### config.mk
export PLATFORM = sky130hd
export DESIGN_NAME = hazard_ctrl_flat
export DESIGN_NICKNAME = d
export VERILOG_FILES = /design/src/rtl/hazard_if.sv /design/src/rtl/hazard_ctrl.sv /design/src/flat_wrapper.sv
export SDC_FILE = /design/constraint.sdc
export NUM_CORES = 1
export LEC_CHECK = 0
export CAP_MARGIN = 40
export CORE_MARGIN = 4
export CORE_UTILIZATION = 27
export DETAILED_ROUTE_END_ITERATION = 10
export GPL_TIMING_DRIVEN = 0
export PLACE_DENSITY_LB_ADDON = 0.08
export SYNTH_ARGS = -nofsm -noshare
export SYNTH_HDL_FRONTEND = slang
export SYNTH_SLANG_ARGS = --single-unit
### constraint.sdc
create_clock -name clk -period 1.7 [get_ports clk]
set_input_delay 0.34 -clock clk [delete_from_list [all_inputs] [get_ports clk]]
set_output_delay 0.34 -clock clk [all_outputs]
set_load 0.01 [all_outputs]
### src/rtl/hazard_if.sv
// Hazard-control bundle between the pipeline (master side) and hazard_ctrl (slave side).
// The master drives the ID/EX hazard inputs and reads the pipeline controls.
interface hazard_if;
  logic [4:0]  rs_num_ID;
  logic [4:0]  rt_num_ID;
  logic        uses_rt_ID;
  logic        mem_read_EX;
  logic [4:0]  rt_num_EX;
  logic        branch_taken_EX;
  logic        mdu_op_EX;
  logic        pc_write;
  logic        ifid_write;
  logic        idex_write;
  logic        ifid_flush;
  logic        idex_flush;
  logic        exmem_bubble;
  logic        mdu_start;
  logic        mdu_result_valid;
  logic [31:0] stall_cycles;
  logic [31:0] flush_count;

  modport master (
    output rs_num_ID, rt_num_ID, uses_rt_ID, mem_read_EX, rt_num_EX,
           branch_taken_EX, mdu_op_EX,
    input  pc_write, ifid_write, idex_write, ifid_flush, idex_flush,
           exmem_bubble, mdu_start, mdu_result_valid, stall_cycles, flush_count
  );

  modport slave (
    input  rs_num_ID, rt_num_ID, uses_rt_ID, mem_read_EX, rt_num_EX,
           branch_taken_EX, mdu_op_EX,
    output pc_write, ifid_write, idex_write, ifid_flush, idex_flush,
           exmem_bubble, mdu_start, mdu_result_valid, stall_cycles, flush_count
  );
endinterface

### src/rtl/hazard_ctrl.sv
// Pipeline hazard sequencer: load-use stalls, taken-branch flushes and MDU occupancy of EX.
// Optional perf counters are built when HAZARD_PERF_CNT_EN is defined.
module hazard_ctrl #(
  parameter int MDU_LATENCY = 4,  // legal range 2..16
  parameter int CNT_W       = 4
) (
  input  logic       clk,
  input  logic       rst,
  hazard_if.slave    hif,
  output logic [1:0] state_dbg
);
  // There is no valid/ready handshake here: every input is a level sampled each
  // cycle, and every output is a level that is valid for the current cycle only.

  typedef enum logic [1:0] {
    RUN  = 2'd0,
    BUSY = 2'd1,
    DONE = 2'd2
  } state_t;

  localparam logic [CNT_W-1:0] CNT_INIT = CNT_W'(MDU_LATENCY - 2);

  state_t           state;
  logic [CNT_W-1:0] cnt;
  logic             load_use;

  logic pc_write, ifid_write, idex_write;
  logic ifid_flush, idex_flush, exmem_bubble;
  logic mdu_start, mdu_result_valid;

  assign load_use = hif.mem_read_EX && (hif.rt_num_EX != 5'd0) &&
                    ((hif.rt_num_EX == hif.rs_num_ID) ||
                     (hif.uses_rt_ID && (hif.rt_num_EX == hif.rt_num_ID)));

  // BUSY lasts MDU_LATENCY-1 cycles: the counter runs CNT_INIT down to 0.
  always_ff @(posedge clk) begin
    if (rst) begin
      state <= RUN;
      cnt   <= '0;
    end else begin
      case (state)
        RUN: begin
          if (hif.mdu_op_EX) begin
            state <= BUSY;
            cnt   <= CNT_INIT;
          end
        end
        BUSY: begin
          if (cnt == '0) state <= DONE;
          else           cnt   <= cnt - 1'b1;
        end
        DONE:    state <= RUN;
        default: state <= RUN;
      endcase
    end
  end

  always_comb begin
    pc_write         = 1'b1;
    ifid_write       = 1'b1;
    idex_write       = 1'b1;
    ifid_flush       = 1'b0;
    idex_flush       = 1'b0;
    exmem_bubble     = 1'b0;
    mdu_start        = 1'b0;
    mdu_result_valid = 1'b0;
    if (!rst) begin
      if ((state == BUSY) || ((state == RUN) && hif.mdu_op_EX)) begin
        pc_write     = 1'b0;
        ifid_write   = 1'b0;
        idex_write   = 1'b0;
        exmem_bubble = 1'b1;
        mdu_start    = (state == RUN);
      end else begin
        // DONE still sees mdu_op_EX high for the finishing op; it must not restart.
        mdu_result_valid = (state == DONE);
        if (hif.branch_taken_EX) begin
          ifid_flush = 1'b1;
          idex_flush = 1'b1;
        end else if (load_use) begin
          pc_write   = 1'b0;
          ifid_write = 1'b0;
          idex_flush = 1'b1;
        end
      end
    end
  end

  assign hif.pc_write         = pc_write;
  assign hif.ifid_write       = ifid_write;
  assign hif.idex_write       = idex_write;
  assign hif.ifid_flush       = ifid_flush;
  assign hif.idex_flush       = idex_flush;
  assign hif.exmem_bubble     = exmem_bubble;
  assign hif.mdu_start        = mdu_start;
  assign hif.mdu_result_valid = mdu_result_valid;
  assign state_dbg            = state;

`ifdef HAZARD_PERF_CNT_EN
  logic [31:0] stall_q;
  logic [31:0] flush_q;

  always_ff @(posedge clk) begin
    if (rst) begin
      stall_q <= '0;
      flush_q <= '0;
    end else begin
      if (!pc_write)  stall_q <= stall_q + 32'd1;
      if (ifid_flush) flush_q <= flush_q + 32'd1;
    end
  end

  assign hif.stall_cycles = stall_q;
  assign hif.flush_count  = flush_q;
`else
  assign hif.stall_cycles = '0;
  assign hif.flush_count  = '0;
`endif
endmodule

### src/flat_wrapper.sv
// flat-port wrapper written by rule: the top's interface ports become plain ports
module hazard_ctrl_flat 
#(
  parameter int MDU_LATENCY = 4,                      
  parameter int CNT_W       = 4
)
  (clk, rst, state_dbg, hif_rs_num_ID, hif_rt_num_ID, hif_uses_rt_ID, hif_mem_read_EX, hif_rt_num_EX, hif_branch_taken_EX, hif_mdu_op_EX, hif_pc_write, hif_ifid_write, hif_idex_write, hif_ifid_flush, hif_idex_flush, hif_exmem_bubble, hif_mdu_start, hif_mdu_result_valid, hif_stall_cycles, hif_flush_count);
  hazard_if hif_i ();
  input  logic clk;
  input  logic rst;
  output logic [1:0] state_dbg;
  input wire logic [$bits(hif_i.rs_num_ID)-1:0] hif_rs_num_ID;
  input wire logic [$bits(hif_i.rt_num_ID)-1:0] hif_rt_num_ID;
  input wire logic [$bits(hif_i.uses_rt_ID)-1:0] hif_uses_rt_ID;
  input wire logic [$bits(hif_i.mem_read_EX)-1:0] hif_mem_read_EX;
  input wire logic [$bits(hif_i.rt_num_EX)-1:0] hif_rt_num_EX;
  input wire logic [$bits(hif_i.branch_taken_EX)-1:0] hif_branch_taken_EX;
  input wire logic [$bits(hif_i.mdu_op_EX)-1:0] hif_mdu_op_EX;
  output wire logic [$bits(hif_i.pc_write)-1:0] hif_pc_write;
  output wire logic [$bits(hif_i.ifid_write)-1:0] hif_ifid_write;
  output wire logic [$bits(hif_i.idex_write)-1:0] hif_idex_write;
  output wire logic [$bits(hif_i.ifid_flush)-1:0] hif_ifid_flush;
  output wire logic [$bits(hif_i.idex_flush)-1:0] hif_idex_flush;
  output wire logic [$bits(hif_i.exmem_bubble)-1:0] hif_exmem_bubble;
  output wire logic [$bits(hif_i.mdu_start)-1:0] hif_mdu_start;
  output wire logic [$bits(hif_i.mdu_result_valid)-1:0] hif_mdu_result_valid;
  output wire logic [$bits(hif_i.stall_cycles)-1:0] hif_stall_cycles;
  output wire logic [$bits(hif_i.flush_count)-1:0] hif_flush_count;
  assign hif_i.rs_num_ID = hif_rs_num_ID;
  assign hif_i.rt_num_ID = hif_rt_num_ID;
  assign hif_i.uses_rt_ID = hif_uses_rt_ID;
  assign hif_i.mem_read_EX = hif_mem_read_EX;
  assign hif_i.rt_num_EX = hif_rt_num_EX;
  assign hif_i.branch_taken_EX = hif_branch_taken_EX;
  assign hif_i.mdu_op_EX = hif_mdu_op_EX;
  assign hif_pc_write = hif_i.pc_write;
  assign hif_ifid_write = hif_i.ifid_write;
  assign hif_idex_write = hif_i.idex_write;
  assign hif_ifid_flush = hif_i.ifid_flush;
  assign hif_idex_flush = hif_i.idex_flush;
  assign hif_exmem_bubble = hif_i.exmem_bubble;
  assign hif_mdu_start = hif_i.mdu_start;
  assign hif_mdu_result_valid = hif_i.mdu_result_valid;
  assign hif_stall_cycles = hif_i.stall_cycles;
  assign hif_flush_count = hif_i.flush_count;
  hazard_ctrl #(.MDU_LATENCY(MDU_LATENCY), .CNT_W(CNT_W)) u_core (.clk(clk), .rst(rst), .hif(hif_i), .state_dbg(state_dbg));
endmodule
==> impl_metrics.env <==
export IMPL_max_freq_mhz=493
export IMPL_combPwrFrac=0.562
export IMPL_io_buffers=30
export IMPL_p_clk_frac=0.201
export IMPL_path_clk_slew_ns=0.05
export IMPL_first_iter_violations=12
export IMPL_p_leak_nw=0.938
export IMPL_rsz0062_at_grt="true"
export IMPL_clk_insertion_delay_late_ns=0.25
export IMPL_postLayoutCoreUtil=0.484
export IMPL_p_int_w=0.000443
export IMPL_cpMostUsedCell="buf_6"
export IMPL_hold_ws_ns=0.476
export IMPL_synth_adder_area_share=0.0260
export IMPL_cp_required_ns=1.36
export IMPL_grt_max_degree=11
export IMPL_gr_total_overflow=0
export IMPL_fill_cells=365
export IMPL_antennaDiodeCount=0
export IMPL_avgSynthCellArea_um2=7.82
export IMPL_synthSimpleGateAreaFrac=0.133
export IMPL_crit_family="compound AO/OA/AOI/OAI gates"
export IMPL_synth_top_family_by_area="buffers and inverters"
export IMPL_drtPass1Iterations=4
export IMPL_final_hold_violation_count=0
export IMPL_seq_area_um2=125
export IMPL_gp_congestion=0.646
export IMPL_p_switching_w=0.000257
export IMPL_synth_edff_count=0
export IMPL_clock_skew_ns=0.00242
export IMPL_remaining_drc_errors=0
export IMPL_clockBufferDepth=2
export IMPL_failed_checks="negative setup slack"
export IMPL_cp_arrival_ns=1.69
export IMPL_synth_async_reset_ratio=0
export IMPL_drv_cap=0
export IMPL_worst_path_buf_inv=3
export IMPL_min_path_type="flop to flop"
export IMPL_cpPeakStageDelay_ns=0.42
export IMPL_root_buffer="clkbuf_4"
export IMPL_synthMuxAreaShare=0
export IMPL_wl_per_cell_um=9.16
export IMPL_numCtsBuffers=3
export IMPL_critPathLaunchType="input pin"
export IMPL_worstSetupPathType="input pin to output pin"
export IMPL_io_pins=95
export IMPL_synth_cells=123
export IMPL_crit_chain="buf_6 -> xor2_2 -> nor4_2 -> a32oi_1 -> o41a_1 -> buf_4 -> buf_6"
export IMPL_yosys_warnings=0
export IMPL_cts_tree="yes"
export IMPL_fp_dieH_um=67.7
export IMPL_antenna_found_initial=0
export IMPL_p_seq_frac=0.237
export IMPL_multi_input_area_um2=623
export IMPL_period_share=1.19
export IMPL_setup_tns_final_ns=-0.813
export IMPL_synth_compound_area_frac=0.0728
export IMPL_die_x_um=67.7
export IMPL_place_ws_ns=-1.12
export IMPL_totalWireLength_um=2460
export IMPL_synth_xor_area_frac=0.109
export IMPL_status="finished, violations left"
export IMPL_core_area_um2=3390
export IMPL_critPathSlowestCell="o41a_1"
export IMPL_ys_ff_latch=6
export IMPL_synth_area_um2=962
export IMPL_die_area_um2=4580
export IMPL_end_kind="output pin"
export IMPL_grtUsageTotal=0.103
export IMPL_finalSetupViolations=3
export IMPL_vias=897
export IMPL_num_rows=21
export IMPL_yosysSeqAreaShare=0.125
export IMPL_path_max_fanout=3
export IMPL_p_sw_frac=0.368
export IMPL_final_cell_mix="68 x buf_4, 64 x conb_1, 10 x dlygate4sd2_1"
export IMPL_totalPowerFinal_w=0.000700
export IMPL_fin_ws_ns=-0.327
export IMPL_layout_min_cycle_time_ns=2.03
export IMPL_start_util=0.284
export IMPL_powerDensity_nw_per_um2=426
export IMPL_synth_cell_type_count=26
export IMPL_slew_viol_final=0
export IMPL_grt_first_pass_wirelength_um=3630
export IMPL_clock_sinks=6
export IMPL_synth_ff_type="dfxtp_1"
export IMPL_cts_max_level=1
export IMPL_ant_nets=0
export IMPL_layout_nets=247
export IMPL_syn_to_final_growth_pct=70.6
export IMPL_drive_gt1_frac=0.450
export IMPL_dpl_hpwl_um=2100
export IMPL_ir_worst_vdd_mv=0.124
export IMPL_avgViaCountPerCell=3.35
export IMPL_final_common_cell="buf_4"
export IMPL_grt_pass1_vias=840
kinds of logic after synthesis:
group,count (synthesis)
other cells,1
compound gates,9
buf+inv,71
simple gates,22
flops,6
fa+ha+maj,2
xor+xnor,12
metrics by stage:
step | instance area [um^2] | cells
after global placement | 1560 | 262
after floorplan | 1200 | 186
final | 1640 | 268
after global routing | 1640 | 268
after detailed placement | 1560 | 262
after CTS | 1620 | 268
registers in the layout (all words and copies together) (netlist names):
| register | cells |
|---|---|
| u_core.state_dbg | 2 |
| u_core.cnt | 4 |
synth_stat cells (all sizes together), types with 3 or more instances:
library cell,number,area share
buf,65,0.51
dfxtp,6,0.12
inv,4,0.016
nand3,3,0.016
nor2,4,0.016
nor3,5,0.026
xor2,11,0.10
power by group through the flow:
stage          registers, W  logic (W)  clock network [W]
3_5_place_dp       0.000165   0.000372                  0
4_1_cts            0.000165   0.000375           0.000143
5_1_grt            0.000168   0.000434           0.000153
2_1_floorplan      0.000164   0.000265                  0
3_3_place_gp       0.000164   0.000368                  0
6_report           0.000166   0.000393           0.000141
cell type report:
cell class	instances	share of cell area
plain buffers	67	0.309
clock buffers	3	0.0137
inverters	4	0.00915
multi-input cells	109	0.380
flip-flops and latches	6	0.0762
well taps	46	0.0351
repair buffers	33	0.178
worst paths after layout:
check / start / endpoint / slack, ns / cells after the start
setup / recovery: hif_rt_num_EX[1] / hif_pc_write / -0.33 / 7
hold / removal: u_core.cnt[0] / u_core.cnt[0] / 0.48 / 2
setup reg to reg: u_core.cnt[0] / u_core.cnt[1] / 0.18 / 6
hold reg to reg: u_core.cnt[0] / u_core.cnt[0] / 0.48 / 2
what timing repair did:
item / in CTS / in global routing
pin swaps: 10 / 6
hold endpoints to repair: 0 / 0
setup endpoints to repair: 8 / 5
cloned: 0 / 0
setup buffers: 3 / 0
hold buffers: 0 / 0
gates resized for setup: 84 / 14
tightest hold or removal path, delay by kind of cell (launching register included):
family             cells  cell delay, ns
AOI/OAI and AO/OA      1            0.05
DFF                    1            0.32
and+or+nand+nor        1            0.06
routing by layer:
metal  track usage  part of all wire
met1         0.103              0.31
met2         0.183              0.53
met3        0.0532              0.16
met4        0.0304            0.0057
met5             0                 0
(Power assumes the default switching activity.)
